### src/rtl/memory_access_stage.sv
// -----------------------------------------------------------------------------
// memory_access_stage
//
// MEM stage of the DLX pipeline. Takes the EX/MEM pipeline register outputs,
// runs loads and stores over a multi-cycle req/ack data-memory port, holds the
// upstream pipeline while an access is outstanding, and registers the MEM/WB
// outputs (write enable, destination register, write-back data).
//
// Optional feature macro: MEM_TIMEOUT_EN
//   When defined, a wait counter aborts an access that waits TIMEOUT_CYCLES
//   cycles without an ack. The instruction completes with no register write
//   and the sticky bus_error_out flag is raised. When undefined, BUSY waits
//   indefinitely and bus_error_out is tied to 0.
//
// Ports
//   clk, rst_n               clock, asynchronous active-low reset
//   mem_data_rd_en_in        load request from EX/MEM
//   mem_data_wr_en_in        store request from EX/MEM
//   mem_data_in              store data
//   alu_data_in              ALU result (memory address or write-back value)
//   reg_wr_en_in             register write enable
//   reg_wr_addr_in           destination register
//   write_back_mux_sel_in    1 = write back load data, 0 = write back ALU data
//   dmem_req/we/addr/wdata   registered data-memory request
//   dmem_rdata, dmem_ack     load data and single-cycle completion pulse
//   stall_out                combinational hold for the upstream stages
//   reg_wr_en_out, reg_wr_addr_out, reg_wr_data_out   MEM/WB register outputs
//   bus_error_out            sticky access-timeout flag
// -----------------------------------------------------------------------------
module memory_access_stage #(
  parameter int DATA_WIDTH      = 32,
  parameter int REG_ADDR_WIDTH  = 5,
  parameter int DMEM_ADDR_WIDTH = 20,
  parameter int TIMEOUT_CYCLES  = 255
) (
  input  logic                       clk,
  input  logic                       rst_n,
  input  logic                       mem_data_rd_en_in,
  input  logic                       mem_data_wr_en_in,
  input  logic [DATA_WIDTH-1:0]      mem_data_in,
  input  logic [DATA_WIDTH-1:0]      alu_data_in,
  input  logic                       reg_wr_en_in,
  input  logic [REG_ADDR_WIDTH-1:0]  reg_wr_addr_in,
  input  logic                       write_back_mux_sel_in,
  output logic                       dmem_req,
  output logic                       dmem_we,
  output logic [DMEM_ADDR_WIDTH-1:0] dmem_addr,
  output logic [DATA_WIDTH-1:0]      dmem_wdata,
  input  logic [DATA_WIDTH-1:0]      dmem_rdata,
  input  logic                       dmem_ack,
  output logic                       stall_out,
  output logic                       reg_wr_en_out,
  output logic [REG_ADDR_WIDTH-1:0]  reg_wr_addr_out,
  output logic [DATA_WIDTH-1:0]      reg_wr_data_out,
  output logic                       bus_error_out
);

  typedef enum logic {
    IDLE = 1'b0,
    BUSY = 1'b1
  } state_e;

  state_e state_q, state_d;

  logic access_req;
  logic start_access;
  logic finish_access;
  logic timeout_hit;
  logic timeout_won;

  logic                       dmem_req_q;
  logic                       dmem_we_q;
  logic [DMEM_ADDR_WIDTH-1:0] dmem_addr_q;
  logic [DATA_WIDTH-1:0]      dmem_wdata_q;

  logic                       hold_wr_en_q;
  logic [REG_ADDR_WIDTH-1:0]  hold_wr_addr_q;
  logic                       hold_load_sel_q;
  logic [DATA_WIDTH-1:0]      hold_alu_q;

  logic                       wb_wr_en_q;
  logic [REG_ADDR_WIDTH-1:0]  wb_wr_addr_q;
  logic [DATA_WIDTH-1:0]      wb_wr_data_q;

  assign access_req  = mem_data_rd_en_in | mem_data_wr_en_in;
  // A timeout only takes effect when no ack arrives in the same cycle.
  assign timeout_won = timeout_hit & ~dmem_ack;

  // State register.
  always_ff @(posedge clk or negedge rst_n) begin
    if (!rst_n) begin
      state_q <= IDLE;
    end else begin
      state_q <= state_d;
    end
  end

  // Next-state logic.
  always_comb begin
    state_d = state_q;
    case (state_q)
      IDLE: if (access_req) state_d = BUSY;
      BUSY: if (dmem_ack || timeout_hit) state_d = IDLE;
      default: state_d = IDLE;
    endcase
  end

  // Output / strobe logic. Stall drops in the completion cycle so the
  // upstream stage advances on the same edge the FSM returns to IDLE.
  always_comb begin
    start_access  = 1'b0;
    finish_access = 1'b0;
    stall_out     = 1'b0;
    case (state_q)
      IDLE: begin
        start_access = access_req;
        stall_out    = access_req;
      end
      BUSY: begin
        finish_access = dmem_ack | timeout_hit;
        stall_out     = ~(dmem_ack | timeout_hit);
      end
      default: ;
    endcase
  end

  // Memory request registers stay stable for the whole access.
  always_ff @(posedge clk or negedge rst_n) begin
    if (!rst_n) begin
      dmem_req_q   <= 1'b0;
      dmem_we_q    <= 1'b0;
      dmem_addr_q  <= '0;
      dmem_wdata_q <= '0;
    end else if (start_access) begin
      dmem_req_q   <= 1'b1;
      dmem_we_q    <= mem_data_wr_en_in;
      dmem_addr_q  <= alu_data_in[DMEM_ADDR_WIDTH-1:0];
      dmem_wdata_q <= mem_data_in;
    end else if (finish_access) begin
      dmem_req_q   <= 1'b0;
    end
  end

  // Holding registers for the instruction in flight. A simultaneous
  // read+write is a store, so load data is never selected for it.
  always_ff @(posedge clk or negedge rst_n) begin
    if (!rst_n) begin
      hold_wr_en_q    <= 1'b0;
      hold_wr_addr_q  <= '0;
      hold_load_sel_q <= 1'b0;
      hold_alu_q      <= '0;
    end else if (start_access) begin
      hold_wr_en_q    <= reg_wr_en_in;
      hold_wr_addr_q  <= reg_wr_addr_in;
      hold_load_sel_q <= write_back_mux_sel_in & ~mem_data_wr_en_in;
      hold_alu_q      <= alu_data_in;
    end
  end

  // MEM/WB register: pass-through for non-memory ops, bubble while an
  // access is outstanding, held instruction on completion.
  always_ff @(posedge clk or negedge rst_n) begin
    if (!rst_n) begin
      wb_wr_en_q   <= 1'b0;
      wb_wr_addr_q <= '0;
      wb_wr_data_q <= '0;
    end else if (start_access) begin
      wb_wr_en_q   <= 1'b0;
    end else if (finish_access) begin
      wb_wr_en_q   <= hold_wr_en_q & ~timeout_won;
      wb_wr_addr_q <= hold_wr_addr_q;
      wb_wr_data_q <= (hold_load_sel_q && !timeout_won) ? dmem_rdata : hold_alu_q;
    end else if (state_q == IDLE) begin
      wb_wr_en_q   <= reg_wr_en_in;
      wb_wr_addr_q <= reg_wr_addr_in;
      wb_wr_data_q <= alu_data_in;
    end else begin
      wb_wr_en_q   <= 1'b0;
    end
  end

`ifdef MEM_TIMEOUT_EN
  localparam int CNT_NEED = $clog2(TIMEOUT_CYCLES + 1);
  localparam int CNT_W    = (CNT_NEED > 8) ? CNT_NEED : 8;

  logic [CNT_W-1:0] wait_cnt_q;
  logic             bus_error_q;

  assign timeout_hit = (state_q == BUSY) && (wait_cnt_q == CNT_W'(TIMEOUT_CYCLES));

  // Wait counter: cleared on entry to BUSY, counts every un-acked BUSY cycle.
  always_ff @(posedge clk or negedge rst_n) begin
    if (!rst_n) begin
      wait_cnt_q <= '0;
    end else if (start_access) begin
      wait_cnt_q <= '0;
    end else if (state_q == BUSY && !dmem_ack && !timeout_hit) begin
      wait_cnt_q <= wait_cnt_q + 1'b1;
    end
  end

  // Sticky error flag, cleared only by reset.
  always_ff @(posedge clk or negedge rst_n) begin
    if (!rst_n) begin
      bus_error_q <= 1'b0;
    end else if (finish_access && timeout_won) begin
      bus_error_q <= 1'b1;
    end
  end

  assign bus_error_out = bus_error_q;
`else
  logic unused_timeout_cfg;
  assign unused_timeout_cfg = (TIMEOUT_CYCLES != 0);
  assign timeout_hit        = 1'b0;
  assign bus_error_out      = 1'b0;
`endif

  assign dmem_req        = dmem_req_q;
  assign dmem_we         = dmem_we_q;
  assign dmem_addr       = dmem_addr_q;
  assign dmem_wdata      = dmem_wdata_q;
  assign reg_wr_en_out   = wb_wr_en_q;
  assign reg_wr_addr_out = wb_wr_addr_q;
  assign reg_wr_data_out = wb_wr_data_q;

endmodule

### config.mk
export PLATFORM = sky130hd
export DESIGN_NAME = memory_access_stage
export DESIGN_NICKNAME = d
export VERILOG_FILES = /design/src/rtl/memory_access_stage.sv
export SDC_FILE = /design/constraint.sdc
export NUM_CORES = 1
export LEC_CHECK = 0
export BUFFER_PORTS_ARGS = -buffer_cell sky130_fd_sc_hd__clkbuf_2
export CORE_MARGIN = 10
export CORE_UTILIZATION = 49
export CTS_CLUSTER_DIAMETER = 100
export CTS_CLUSTER_SIZE = 25
export DETAILED_ROUTE_END_ITERATION = 6
export PLACE_DENSITY = 0.81
export SLEW_MARGIN = 20
export SYNTH_ARGS = -nofsm -noshare
export SYNTH_HDL_FRONTEND = slang
export SYNTH_SLANG_ARGS = --single-unit
### constraint.sdc
create_clock -name clk -period 2.1 [get_ports clk]
set_clock_uncertainty 0.15 [all_clocks]
set_input_delay 0.105 -clock clk [delete_from_list [all_inputs] [get_ports clk]]
set_output_delay 0.105 -clock clk [all_outputs]
set_load 0.05 [all_outputs]
==> results of run 1 <==
==> repair_timing <==
item,CTS,global route
gates resized for setup,1,2
endpoints found under the setup margin,1,1
hold buffers,103,0
cloned,0,1
pin swaps,0,1
hold endpoints to repair,222,0
==> through the flow <==
step	power (uW)	area [sq um]
finish	8044	7295
global route	8396	7295
CTS	8044	7271
detailed placement	6331	5978
global placement	6230	5978
floorplan	5562	5024
==> kinds of logic (layout without fill, tap and decap cells) <==
| kind of cell | Yosys count | after routing |
|---|---|---|
| buf+inv | 48 | 332 |
| simple gates | 42 | 43 |
| other cells | 1 | 3 |
| mux | 117 | 117 |
| compound gates | 37 | 37 |
| flops | 112 | 112 |
==> cell type report <==
| cell class | instances | share of cell area (%) |
|---|---|---|
| flip-flops and latches | 112 | 38.44 |
| clock buffers | 10 | 1.887 |
| repair buffers | 313 | 29.98 |
| multi-input cells | 198 | 25.61 |
| clock inverters | 6 | 1.578 |
| well taps | 133 | 2.281 |
| diodes | 2 | 0.06861 |
| inverters | 3 | 0.1544 |
==> per-layer routing <==
layer  vias to the layer above  GRT usage (%)  routed length (um)
met1                      1997          22.24                5629
met4                         0          7.303                 385
met5                         -              0                   0
met3                        29          6.933                1272
li1                       1837              -                   -
met2                       179          37.55                8280
==> Yosys cell counts <==
cell type	n
nand2_4	1
nor2_1	2
or2_2	1
o21a_1	1
dfrtp_1	112
a32o_1	1
nor2_2	2
nor2b_1	1
inv_1	3
or3_1	1
buf_4	21
clkbuf_8	7
mux2_2	70
nand2_1	33
conb_1	1
o221a_2	32
a21oi_1	1
buf_6	6
clkbuf_1	2
and2_1	1
mux2i_1	47
buf_2	9
o21ai_0	2
==> flip-flops by register name, summed over array words and instances, names as in the netlist <==
name / cells
reg_wr_data_out: 32
dmem_req: 1
reg_wr_addr_out: 5
dmem_addr: 19
dmem_wdata: 32
hold_wr_en_q: 1
hold_load_sel_q: 1
hold_alu_q: 13
reg_wr_en_out: 1
hold_wr_addr_q: 5
state_q: 1
dmem_we: 1
==> report_power, final <==
group | internal (uW) | total (uW) | switching (uW) | leakage [uW]
Combinational | 1100 | 3460 | 2360 | 0.00198
Sequential | 2670 | 3030 | 356 | 0.00129
Clock | 832 | 1560 | 725 | 0.000123
Total | 4600 | 8040 | 3440 | 0.00339
==> worst max-delay path: cells and delay by family, from the launching register on <==
family,cells,cell delay (ns)
and+or+nand+nor,2,0.62
buffers and inverters,2,0.27
DFF,1,0.39
==> worst paths after layout <==
path                                                    to  slack, ns  cells past startpoint
max in group asynchronous        dmem_addr[12]$_DFFE_PN0P_       1.10                      3
min in group asynchronous         dmem_addr[6]$_DFFE_PN0P_       0.10                      2
setup / recovery                                 stall_out       0.22                      4
setup reg to reg                       dmem_we$_DFFE_PN0P_       0.36                      4
hold / removal             reg_wr_data_out[23]$_DFFE_PN0P_      -0.01                      4
hold reg to reg                 hold_alu_q[29]$_DFFE_PN0P_       0.37                      1
==> key figures, run 1 <==
STA
  – Setup TNS: 0 ns
  – Min Hold Slack: -0.01020 ns
  – Min Tclk post-route: ~1.9 ns
  – Final Worst Setup Slack: between 0.2 and 0.25 ns
  – Hold Vio Cnt, Final: 1
  – Final Max Slew Viols: 0
  – Final period utilization: about 90%
  – RSZ-0062 raised after global routing: false
  – Setup-failing EPs final: 0
  – Fmax: roughly 530 MHz

Cells and area
  – Non-filler cells, final: approximately 800
  – Core Util, Final: 73.95%
  – Layout cells sized above 1: ~52%
  – Register Area: between 2000 and 3000 sq um
  – Layout Nets: 745
  – P&R area growth vs syn: 45.21%
  – Multi-input gate area: 1868 sq um
  – Most common cell after layout, fill and taps aside: clkbuf_2
  – Commonest non-fill, non-tap cells in the layout: clkbuf_2, dfrtp_1, dlygate4sd3_1, mux2_2, mux2i_1
  – Fillers: 629

Logic synthesis
  – Xor and xnor fraction of the mapped netlist area: 0%
  – Syn Inst Count: 357
  – Synth Register Bits: about 110
  – Mapped cell area: between 5000 and 6000 sq um
  – Mux share of post-synthesis cell area: between 20% and 30%
  – Post-synth top area share: a little under three fifths
  – Synth cell types: 23
  – Largest area contributor in the netlist: dfrtp_1
  – Syn_nets: between 400 and 500
  – Adder-Cell Fraction of Synth Area: 0%
  – Synth warn: 0
  – Synth area leaders: dfrtp_1, mux2_2, mux2i_1
  – Post-synthesis compound-gate area fraction: 7.821%
  – Post-synthesis sequential area ratio: a little under three fifths
  – Post-synthesis simple-gate area fraction: approximately 3.6%
  – Largest family of logic cells by synthesized area: multiplexers
  – Syn avg cell area: roughly 14 sq um

Pwr
  – Lkg Pwr: ~0.0034 uW
  – Max VDD drop: 0.8091 mV
  – PwrDens: around 1100 nW/um^2

Drt
  – Drt total wl: around 16000 um
  – Total number of vias: roughly 4000
  – Detail Route Antenna Nets: 0
  – Via density per instance: roughly 5.2
  – 1st-iter DRT viols: a little over 300
  – DR DRC count: 0
  – 1st-pass router iterations: 4
  – Wire per inst: approximately 20 um

Critical path
  – Crit-path slowest cell: or3_4
  – CP Launch Type: flip-flop
  – Crit path max fanout: 17
  – CP Cell Sequence: or3_4, nand2_8, inv_1, buf_12
  – Worst reg2reg startpoint: state_q$_DFF_PN0_
  – Crit path kind: reg2out
  – CP max stage delay: between 0.4 and 0.5 ns
  – Critical path arrival: between 1.5 and 2 ns
  – CP Capture Type: output port
  – CP startpoint: state_q$_DFF_PN0_
  – Critical Path RT: between 1.5 and 2 ns

Outcome
  – Status: complete, but fails checks
  – Failing checks: hold timing

Global routing
  – Pin count of the biggest net entering global routing: between 40 and 50
  – Gr ovfl total: 0
  – Vias in the first global route: roughly 4600
  – Total global-route track usage: between 20% and 30%
  – Antenna violations before repair: 2
  – First-pass GRT wire length: 24560 um

Min path
  – Worst Hold Class: in2reg
  – Worst Min Path Start: dmem_rdata[23]

CTS
  – CTS Buffer Depth: 2
  – CTS tree: done
  – Sinks on Clock Net: 112
  – Worst-Skew Late Latency: 0.36 ns
  – Htree depth: 3
  – CTS buffer count: 9
  – Clock slew at reported path FFs: roughly 0.1 ns
  – Post-CTS Setup Bufs: 0
  – Root Driver: clkbuf_8

Die
  – Die X: approximately 120 um
  – Placeable Area: approximately 9900 sq um
  – Starting Density: between 50% and 60%
  – Die height: between 100 and 150 um
  – I/O Pins: between 200 and 250
  – Die area: between 10000 and 15000 sq um
  – Row cnt: 36

Placement
  – Dpl ws: 0.3488 ns
  – Gpl congestion: slightly below 0.8
  – Dpl cells: roughly 660
  – Port Buf Inserts: 200
  – Dpl hpwl: about 10000 um

Run
  – Max Cap Viol: 0
Power figures use the tool's default switching activity.
==> run 2: changes to the inputs <==
--- a/config.mk
+++ b/config.mk
@@ -6,12 +6,11 @@
 export NUM_CORES = 1
 export LEC_CHECK = 0
 export BUFFER_PORTS_ARGS = -buffer_cell sky130_fd_sc_hd__clkbuf_2
-export CORE_MARGIN = 10
-export CORE_UTILIZATION = 49
+export CORE_UTILIZATION = 44
 export CTS_CLUSTER_DIAMETER = 100
 export CTS_CLUSTER_SIZE = 25
 export DETAILED_ROUTE_END_ITERATION = 6
-export PLACE_DENSITY = 0.81
+export PLACE_DENSITY = 0.77
 export SLEW_MARGIN = 20
 export SYNTH_ARGS = -nofsm -noshare
 export SYNTH_HDL_FRONTEND = slang
==> constraint.sdc (replaced) <==
create_clock -name clk -period 1.7 [get_ports clk]
set_clock_uncertainty 0.15 [all_clocks]
set_input_delay 0.085 -clock clk [delete_from_list [all_inputs] [get_ports clk]]
set_output_delay 0.085 -clock clk [all_outputs]
set_load 0.05 [all_outputs]
==> run 2 against run 1 <==
  * The run now ends clean
  * Worst setup slack got worse by 0.20 ns
  * Wire length fell by 15%
  * Global-route usage rose by 2.3 points
  * Sequential share of layout area fell by 0.90 points
  * Total power rose by 31%
  * Critical path type unchanged
  * Critical path depth did not move
  * Largest cell class unchanged
  * Sequential cell count did not move
==> key figures, run 2 (synthesis gave the netlist of run 1 again) <==
CTS
  – CTS buffer count: 9 (unchanged)
  – Clock slew at reported path FFs: 0.07 ns (-0.03 ns)
  – Root Driver: clkbuf_16
  – CTS tree: done
  – CTS Buffer Depth: 2 (unchanged)
  – Sinks on Clock Net: 112 (unchanged)
  – Htree depth: 3 (unchanged)
  – Worst-Skew Late Latency: 0.34 ns (-0.02 ns)

Cells and area
  – P&R area growth vs syn: 48.69%
  – Core Util, Final: 68.01% (-5.9 points)
  – Cell area after layout: 7470 sq um (+2.4%)
  – Most common cell after layout, fill and taps aside: clkbuf_2
  – Layout Nets: 751 (+0.81%)
  – Antenna diodes: 0 (-2)
  – Commonest non-fill, non-tap cells in the layout: clkbuf_2, dfrtp_1, dlygate4sd3_1, mux2_2, mux2i_1
  – Layout cells sized above 1: 52.93% (+0.60 points)

Pwr
  – Sequential fraction of design power: 35.5% (-2.2 points)
  – Clk network pwr share: 24.3% (+4.9 points)
  – Comb power frac: 40.3% (-2.7 points)
  – Internal power: 6316 uW (+37%)
  – Sw Pwr: 4223 uW (+23%)
  – PwrDens: 1411 nW/um^2 (+28%)
  – Lkg Pwr: 0.003486 uW (+2.7%)
  – Sw Ratio: 40.07% (-2.7 points)
  – Max VDD drop: 0.9024 mV (+12%)

Drt
  – WL met1: 5173 um (-8.1%)
  – 1st-pass router iterations: 4 (unchanged)
  – Via density per instance: 5.132 (-1.3%)
  – Max Used Layer: met4
  – 1st-iter DRT viols: 168 (-45%)
  – DR DRC count: 0 (unchanged)
  – WL met2: 7103 um (-14%)
  – Wire per inst: 16.89 um (-16%)
  – Drt total wl: 13310 um (-15%)
  – Detail Route Antenna Nets: 0 (unchanged)
  – WL met3: 836 um (-34%)
  – Total number of vias: 4044 (+0.049%)

Die
  – Die height: 108.9 um (-10%)
  – Placeable Area: 10980 sq um (+11%)
  – Row cnt: 38 (+5.6%)
  – I/O Pins: 202 (unchanged)
  – Die X: 108.9 um (-10%)
  – Starting Density: 45.74% (-5.2 points)
  – Die area: 11850 sq um (-19%)

Critical path
  – Reg2Reg Depth: 4 (unchanged)
  – Crit path max fanout: 3 (-14)
  – CP Launch Type: flip-flop
  – CP Cell Sequence: or3_4, nand2_4, clkinvlp_4, buf_8
  – Critical Path RT: 1.46 ns (-0.39 ns)
  – Crit-path slowest cell: dfrtp_1
  – Worst setup path end: stall_out
  – R2r setup slk: 0.06 ns (-0.30 ns)
  – Reg-to-reg endpoint: reg_wr_data_out[0]$_DFFE_PN0P_
  – Critical path arrival: 1.44 ns (-0.18 ns)
  – Worst reg2reg startpoint: state_q$_DFF_PN0_
  – Crit path kind: reg2out
  – CP Capture Type: output port
  – CP startpoint: state_q$_DFF_PN0_
  – CP max stage delay: 0.40 ns (-0.06 ns)

STA
  – Final Max Slew Viols: 0 (unchanged)
  – Fmax: approximately 600 MHz
  – Setup-failing EPs final: 0 (unchanged)
  – Final period utilization: ~99%
  – RSZ-0062 raised after global routing: true
  – Min Tclk post-route: between 1.5 and 2 ns
  – Setup TNS: 0 ns (unchanged)
  – Hold Vio Cnt, Final: 0 (-1)

Placement
  – Placed cell area: 6031 sq um (+0.88%)
  – Gpl congestion: 0.7558 (-2.7%)
  – Dpl hpwl: 8352 um (-17%)
  – Port Buf Inserts: 200 (unchanged)

Min path
  – Worst Hold Class: in2reg
  – Worst Min Path Start: dmem_rdata[8]

Global routing
  – Vias in the first global route: 4492 (-1.6%)
  – Total global-route track usage: 23.17% (+2.3 points)
  – Antenna violations before repair: 0 (-2)
  – First-pass GRT wire length: 21010 um (-14%)
  – Gr ovfl total: 0 (unchanged)
  – Pin count of the biggest net entering global routing: 53 (+15%)

Run
  – Max Cap Viol: 0 (unchanged)

Outcome
  – Status: complete, no violations
==> run 2: changes by cell type in the layout (fill, tap and decap cells not counted), moves of 2 or more <==
cell | before | now
clkbuf_16 | 0 | 9
clkinv_2 | 0 | 2
clkbuf_8 | 10 | 1
buf_4 | 6 | 11
diode_2 | 2 | 0
==> run 2: repair_timing <==
action | in CTS | in global routing
setup buffers | 2 | 2
setup endpoints to repair | 1 | 11
endpoints found under the hold margin | 222 | 0
pin swaps | 1 | 0
resized for setup | 3 | 3
hold buffers | 102 | 0
==> run 2: per-stage QoR <==
stage	instances	power, uW	hold WS, ns	setup WS [ns]
after global routing	788	10990	0.01144	-0.03702
after CTS	786	10550	0.003754	-0.01497
after detailed placement	666	7778	-0.1453	0.08133
after global placement	666	7654	-0.1445	0.1343
final	788	10540	0.01287	0.02079
after floorplan	357	6875	-0.3606	0.02102
==> run 2: final cells by class <==
class / count / area, sq um
clock buffers: 10 / 239.0
clock inverters: 6 / 130.1
fillers: 749 / 3513
inverters: 3 / 15.01
multi-input cells: 197 / 1846
flip-flops and latches: 112 / 2804
well taps: 140 / 175.2
repair buffers: 320 / 2261
==> run 2: power groups by stage <==
stage	Sequential (uW)	Combinational [uW]	Clock, uW
after floorplan	5230	1650	0
after global placement	3720	3930	0
after detailed placement	3770	4010	0
after CTS	3720	4220	2610
after global routing	3810	4460	2710
final	3740	4250	2560
==> run 2: worst min path at each step <==
| stage | end | depth (start not counted) |
|---|---|---|
| after floorplan | dmem_addr[0]$_DFFE_PN0P_ | 0 |
| final | reg_wr_data_out[8]$_DFFE_PN0P_ | 4 |
| after CTS | state_q$_DFF_PN0_ | 4 |
| after detailed placement | dmem_wdata[0]$_DFFE_PN0P_ | 1 |
| after global placement | dmem_wdata[2]$_DFFE_PN0P_ | 1 |
| after global routing | reg_wr_data_out[14]$_DFFE_PN0P_ | 4 |
==> run 2: worst max-delay path, delay by kind of cell (launching register included) <==
kind | cells | cell delay (ns)
AND/OR/NAND/NOR | 2 | 0.43
flip-flops | 1 | 0.40
buffers and inverters | 2 | 0.26
==> run 2: layer usage <==
metal	track usage, %	up-vias
met5	0	-
met4	8.687	0
met3	6.037	20
met2	42.99	173
met1	25.14	2014
li1	-	1837
